==> config.mk <==
export PLATFORM = sky130hd
export DESIGN_NAME = mem_access_ctrl
export DESIGN_NICKNAME = d
export VERILOG_FILES = /design/src/rtl/mem_ctrl_pkg.sv /design/src/rtl/mem_access_ctrl.sv
export SDC_FILE = /design/constraint.sdc
export NUM_CORES = 1
export LEC_CHECK = 0
export BUFFER_PORTS_ARGS = -buffer_cell sky130_fd_sc_hd__buf_2
export CORE_UTILIZATION = 43
export CTS_CLUSTER_SIZE = 14
export DETAILED_ROUTE_END_ITERATION = 7
export PLACE_DENSITY = 0.74
export SLEW_MARGIN = 0
export SYNTH_ARGS = -nofsm -noshare
export SYNTH_HDL_FRONTEND = slang
export SYNTH_SLANG_ARGS = --single-unit
==> constraint.sdc <==
create_clock -name clk -period 1.6 [get_ports clk]
set_input_delay 0.16 -clock clk [delete_from_list [all_inputs] [get_ports clk]]
set_output_delay 0.16 -clock clk [all_outputs]
set_load 0.05 [all_outputs]
==> src/rtl/mem_ctrl_pkg.sv <==
// mem_ctrl_pkg: shared widths and state encoding for the memory access sequencer
package mem_ctrl_pkg;
  localparam int ADDR_W = 9;
  localparam int DATA_W = 32;
  localparam int CNT_W = 4;
  typedef enum logic [2:0] {
    S_IDLE     = 3'd0,
    S_ADDR     = 3'd1,
    S_RD_WAIT  = 3'd2,
    S_RD_LATCH = 3'd3,
    S_ST_DATA  = 3'd4,
    S_WR_WAIT  = 3'd5,
    S_DONE     = 3'd6,
    S_ERR      = 3'd7
  } state_t;
endpackage

==> src/rtl/mem_access_ctrl.sv <==
// mem_access_ctrl: sequences MAR/MDR/RAM strobes for single load/store requests
module mem_access_ctrl
  import mem_ctrl_pkg::*;
#(
  parameter int WAIT_CYCLES = 1,
  parameter int ADDR_W = mem_ctrl_pkg::ADDR_W
) (
  input  logic                     clk,
  input  logic                     clr,
  input  logic                     start_load,
  input  logic                     start_store,
  input  logic [DATA_W-ADDR_W-1:0] bus_addr_hi,
  output logic                     MAR_enable,
  output logic                     MDR_enable,
  output logic                     read,
  output logic                     write,
  output logic                     MDR_out,
  output logic                     busy,
  output logic                     done,
  output logic                     addr_err
);
  if (WAIT_CYCLES < 1 || WAIT_CYCLES > 15) begin : g_bad_wait
    $error("WAIT_CYCLES must be in 1..15");
  end
  localparam logic [CNT_W-1:0] CNT_LOAD = CNT_W'(WAIT_CYCLES - 1);
  state_t state_q, state_d;
  logic [CNT_W-1:0] cnt_q, cnt_d;
  logic ld_q, ld_d;
  always_comb begin
    state_d = state_q;
    cnt_d = cnt_q;
    ld_d = ld_q;
    case (state_q)
      S_IDLE: if (start_load || start_store) begin
        ld_d = start_load;
        state_d = |bus_addr_hi ? S_ERR : S_ADDR;
      end
      S_ADDR: begin
        cnt_d = CNT_LOAD;
        state_d = ld_q ? S_RD_WAIT : S_ST_DATA;
      end
      S_RD_WAIT: if (cnt_q == '0) state_d = S_RD_LATCH; else cnt_d = cnt_q - 1'b1;
      S_RD_LATCH: state_d = S_DONE;
      S_ST_DATA: state_d = S_WR_WAIT;
      S_WR_WAIT: if (cnt_q == '0) state_d = S_DONE; else cnt_d = cnt_q - 1'b1;
      default: state_d = S_IDLE;
    endcase
  end
  // outputs decode the next state so they line up with the registered state
  always_ff @(posedge clk or posedge clr) begin
    if (clr) begin
      state_q <= S_IDLE;
      cnt_q <= '0;
      ld_q <= 1'b0;
      MAR_enable <= 1'b0;
      MDR_enable <= 1'b0;
      read <= 1'b0;
      write <= 1'b0;
      MDR_out <= 1'b0;
      busy <= 1'b0;
      done <= 1'b0;
      addr_err <= 1'b0;
    end else begin
      state_q <= state_d;
      cnt_q <= cnt_d;
      ld_q <= ld_d;
      MAR_enable <= state_d == S_ADDR;
      MDR_enable <= state_d == S_RD_LATCH || state_d == S_ST_DATA;
      read <= state_d == S_RD_WAIT || state_d == S_RD_LATCH;
      write <= state_d == S_WR_WAIT;
      MDR_out <= state_d == S_DONE && ld_d;
      busy <= state_d != S_IDLE;
      done <= state_d == S_DONE;
      addr_err <= state_d == S_ERR;
    end
  end
endmodule

# Word-level counts from Yosys, hierarchy flattened
# Cells that the tools add are included.
[word_totals]
ff_bits = 16
latchBits = 0
ramBits = 0
romBits = 0
output_inout_bits = 8
wordCells = 46
memories = 0
[op_classes]
addsub = 1
multipliers = 0
n_div = 0
order_cmp = 0
n_eq_ne = 13
shift = 0
muxes = 10
bitwise = 0
n_reduce_logical = 11
[op_table]
columns = ["operator", "n"]
rows = [
  ["OR reduction 23 bit", 1],
  ["== test 3 bit (second input constant)", 6],
  ["one-hot mux 3 bit (6 select lines)", 1],
  ["2-to-1 mux 3 bit", 5],
  ["== test 3 x 2 -> 1 bit (second input constant)", 4],
  ["one-hot mux 4 bit (2 select lines)", 1],
  ["== test 3 x 1 -> 1 bit (second input constant)", 2],
  ["zero test 4 bit", 1],
  ["2-to-1 mux 4 bit", 1],
  ["subtractor 4 x 1 -> 4 bit (second input constant)", 1],
  ["zero test 3 bit", 1],
  ["logical OR 1 bit", 3],
  ["nonzero test 3 bit", 1],
  ["2-to-1 mux 1 bit", 2],
  ["inequality test 2 bit (second input constant)", 1],
  ["AND reduction 2 bit", 1],
  ["nonzero test 2 bit", 1],
  ["OR reduction 2 bit", 1],
  ["logical AND 1 bit", 1],
]

# Depth between registers and ports, before layout
[depth]
ltp_word = 6
mapped_depth = 7

# Least setup slack after synthesis
# OpenSTA, ideal clock, no wires.
[synth_path]
path_type = "register -> register"
startpoint = "register cnt_q[0]"
endpoint = "register MDR_out"
setup_time_ps = 95
t_arrival_ps = 1465
t_required_ps = 1505
setup_slack_ps = 40
path_stages_with_launch = 8
path_buffers = 1
cell_sequence = "dfrtp_1 > inv_1 > ha_1 > nor3b_1 > buf_2 > nand3_1 > nor2b_1 > nor4b_2"
[synth_via]
elab_chain_len = 5
word_cells_on_any_way = 6
cone_classes = "eq/ne (1); mux (3); reduce/logical (2)"
[synth_rtl]
columns = ["item", "line_no", "rtl"]
rows = [
  ["start: declaration", "mem_access_ctrl.sv:27", "logic [CNT_W-1:0] cnt_q, cnt_d;"],
  ["start signal: assignment", "mem_access_ctrl.sv:65", "cnt_q <= cnt_d;"],
  ["zero test 4 bit (*)", "mem_access_ctrl.sv:42, mem_access_ctrl.sv:45", ""],
  ["2-to-1 mux 3 bit (on tied branches)", "mem_access_ctrl.sv:45, mem_access_ctrl.sv:42", ""],
  ["one-hot mux 3 bit (6 select lines) (*)", "mem_access_ctrl.sv:33", "case (state_q)"],
  ["== test 3 bit (*)", "mem_access_ctrl.sv:71", "MDR_out <= state_d == S_DONE && ld_d;"],
  ["logical AND 1 bit (*)", "mem_access_ctrl.sv:71", ""],
  ["end signal: assignment", "mem_access_ctrl.sv:71", ""],
  ["end: declaration", "mem_access_ctrl.sv:17", "output logic MDR_out,"],
]
# Mark *: on every way between the ends. The rest lies on a longest branch, timed or not.
# A chain may end at the register's enable or synchronous reset.

# Worst setup path in the final report
# Ends and elaborated chain as after synthesis.

==> impl_summary.log <==
[metrics] worst slew margin relative to its limit: 60.8%
[metrics] worst hold path depth: 2
[metrics] syn_nets: 122
[metrics] largest reg by FF count: cnt_q
[metrics] routed length per placed instance: 14.0 um
[metrics] H-tree Lvls: 1
[metrics] HP Class: primary input to flip-flop
[metrics] DRC: 0
[metrics] hold violation total from the final report: 0
[metrics] TritonCTS Buffers: 3
[metrics] Static Leakage: 0.604 nW
[metrics] Required @ worst endpoint: 1.80 ns
[metrics] period utilisation layout: 98.1%
[metrics] # setup viols final: 0
[metrics] final-report max-slew violation count: 0
[metrics] multi-input logic area: 518 um2
[metrics] netlist area before placement: 918 um2
[metrics] number of top-level design ports: 35
[metrics] number of antenna cells inserted: 0
[metrics] biggest regs: cnt_q: 4 flops, state_q: 3 flops
[metrics] internal reg-to-reg setup slack: 0.03 ns
[metrics] Starting Density: 46.3%
[metrics] sink of the worst hold path: ld_q$_DFF_PP0_
[metrics] first-pass GRT wire length: 3.22 mm
[metrics] Post-Synthesis Mean Instance Area: 9.77 um2
[metrics] count of clock tree sinks: 16
[metrics] fin util: 63.6%
[metrics] Filler Cell Count: 165
[metrics] setup clock skew after layout: 0.000950 ns
[metrics] total via count in the routed design: 918
[metrics] Tightest Pin Transition: 0.587 ns
[metrics] Die Y: 48.2 um
[metrics] clock-pin slew on the worst setup and hold paths: 0.09 ns
[metrics] HPWL Detailed: 1.61 mm
[metrics] maximum net fanout on the critical path: 6
[metrics] area occupied by registers: 400 um2
[metrics] worst slack, placed: 0.0353 ns
[metrics] flip-flop count of the largest register after layout: 4
[metrics] fraction of layout instances using a drive strength above 1: 47.4%
[metrics] distinct cell type count after synthesis: 37
[metrics] Max Freq: 0.637 GHz
[metrics] Reg2Reg Launch Point: cnt_q[0]$_DFFE_PP0P_
[metrics] antenna violations before repair: 0
[metrics] Final Critical Period: 1.57 ns
[metrics] Total Die Area: 2320 um2
[metrics] Seq cells post-synth: 16
[metrics] outcome: complete, no violations
[metrics] CTS root buf: sky130_fd_sc_hd__clkbuf_4
[metrics] routed wire length: 2.29 mm
[metrics] arrival time worst endpoint: 1.77 ns
[metrics] overflow left after global routing: 0
[metrics] TritonCTS clock tree: done
[metrics] PD cells: 1600 nW/um2
[metrics] number of design-rule violations left by the first detailed-router iteration: 35
[metrics] critical path startpoint category: flip-flop
[metrics] Peak VDD IR: 0.816 mV
[metrics] Yosys warnings: 0
[metrics] buffers added on ports: 34
[metrics] crit path capture type: flip-flop
[metrics] count of TritonRoute iterations in the first routing pass: 6
[metrics] global-route total usage across every layer: 20.0%
[metrics] Max-Cap Viols: 0
[metrics] layout overhead on the synthesized area: 37.2%
[metrics] number of rows in the core area: 16
[metrics] post-synthesis sequential area ratio: 43.6%
[metrics] critical hold path startpoint: start_load
[metrics] Setup Total Neg Slack: 0 ns
[metrics] Vias/cell: 5.60
[metrics] setup slack after layout: 0.0297 ns
[metrics] Antenna Nets Post-Route: 0
[metrics] maximum clock path buffer count: 2
[metrics] kind of critical path: flip-flop to flip-flop
[metrics] worst r2r dst: MDR_out$_DFF_PP0_
[metrics] clock latency on the worst-skew pair: 0.28 ns
[metrics] area of the core: 1980 um2
[metrics] number of global-route vias before repair: 809
[metrics] cells on worst reg2reg path: 7
[metrics] largest net degree at the start of global routing: 18
[metrics] total number of nets in the final design: 166
[metrics] final weighted congestion in routability-driven placement: 0.736
[metrics] horizontal die dimension: 48.2 um
[metrics] number of instances in the synthesized netlist: 94
-- Yosys cell counts, drive strengths merged --
| library cell | number | share of area [%] |
|---|---|---|
| and2 | 2 | 1.5 |
| o21bai | 1 | 0.82 |
| a32o | 1 | 1.1 |
| a22o | 2 | 1.9 |
| nand2 | 3 | 1.2 |
| nor3b | 1 | 0.82 |
| o21ai | 9 | 4.9 |
| o32ai | 1 | 0.95 |
| nor4 | 5 | 5.4 |
| a31oi | 3 | 2.0 |
| inv | 6 | 2.5 |
| and3 | 1 | 0.82 |
| nand4 | 1 | 0.68 |
| or3 | 1 | 1.2 |
| a21oi | 4 | 2.2 |
| nor2b | 2 | 1.4 |
| a2111oi | 1 | 3.0 |
| a211oi | 2 | 3.0 |
| o211ai | 1 | 0.82 |
| clkbuf | 1 | 0.41 |
| ha | 1 | 1.4 |
| buf | 4 | 2.9 |
| nor3 | 6 | 3.3 |
| nor2 | 11 | 4.8 |
| dfrtp | 16 | 44 |
| nor4b | 1 | 1.6 |
| or3b | 1 | 0.95 |
| nand3 | 2 | 1.1 |
| a211o | 2 | 1.9 |
| a21boi | 1 | 0.82 |
| a311o | 1 | 1.1 |
-- final cells by class --
class	instances	area share (%)
clock buffers	4	2.88
inverters	6	1.79
multi-input cells	67	41.1
flip-flops and latches	16	31.8
well taps	27	2.68
repair buffers	44	19.8
-- power by group --
group	switching, mW	internal, mW
Clock	0.128	0.138
Sequential	0.0470	0.523
Combinational	0.773	0.409
-- cells by family after synthesis --
group                      Yosys count  share of synthesized area [%]
adders and majority gates            1                           1.36
and+or+nand+nor                     37                           24.8
DFF                                 16                           43.6
buffers and inverters               11                           5.72
AOI/OAI and AO/OA                   29                           24.5
-- critical path, stage by stage (launching register included) --
cell and delay (ns):
sky130_fd_sc_hd__dfrtp_1 0.39, sky130_fd_sc_hd__inv_2 0.06, sky130_fd_sc_hd__ha_4 0.15, sky130_fd_sc_hd__nor3b_4 0.15, sky130_fd_sc_hd__buf_6 0.14, sky130_fd_sc_hd__a211oi_2 0.29
sky130_fd_sc_hd__nor2b_4 0.07, sky130_fd_sc_hd__nor4b_2 0.23
-- per-layer routing --
layer	share of wire (%)	up-vias	global-route usage, %
met5	0	-	0
met4	2.4	0	10.0
met1	39	447	23.8
met3	4.4	8	3.33
li1	-	430	-
met2	54	33	34.4
-- what timing repair did --
| action | in CTS | in global routing |
|---|---|---|
| buffers inserted | 0 | 3 |
| resized for setup | 0 | 14 |
| endpoints found under the setup margin | 0 | 8 |
| hold endpoints to repair | 16 | 0 |
| hold buffers | 1 | 0 |
-- per-stage QoR --
| step | power [mW] | cells | hold slack (ns) | cell area (um2) |
|---|---|---|---|---|
| after floorplan | 1.43 | 94 | 0.0737 | 918 |
| after global placement | 1.64 | 155 | 0.247 | 1130 |
| after detailed placement | 1.68 | 155 | 0.250 | 1130 |
| after CTS | 1.94 | 160 | 0.155 | 1180 |
| after global routing | 2.15 | 164 | 0.164 | 1260 |
| final | 2.02 | 164 | 0.156 | 1260 |
-- cells in the final DEF (no fill, tap or decap), types with 4 or more instances in the layout --
cell	n
sky130_fd_sc_hd__o21ai_1	4
sky130_fd_sc_hd__o21ai_0	4
sky130_fd_sc_hd__nor3_1	6
sky130_fd_sc_hd__a21oi_1	4
sky130_fd_sc_hd__nor2_1	10
sky130_fd_sc_hd__buf_4	7
sky130_fd_sc_hd__dfrtp_1	16
sky130_fd_sc_hd__inv_1	4
sky130_fd_sc_hd__buf_2	35
-- worst max path at each step --
stage	startpoint	slack, ns	to	cells past startpoint
3_5_place_dp	cnt_q[1]$_DFFE_PP0P_	0.04	MDR_out$_DFF_PP0_	7
3_3_place_gp	bus_addr_hi[1]	0.06	read$_DFF_PP0_	5
6_report	cnt_q[0]$_DFFE_PP0P_	0.03	MDR_out$_DFF_PP0_	7
4_1_cts	cnt_q[1]$_DFFE_PP0P_	0.01	MDR_out$_DFF_PP0_	7
5_1_grt	cnt_q[0]$_DFFE_PP0P_	-0.06	MDR_out$_DFF_PP0_	7
2_1_floorplan	cnt_q[0]$_DFFE_PP0P_	0.04	MDR_out$_DFF_PP0_	7
No activity file was read; power rests on OpenSTA's default activity.
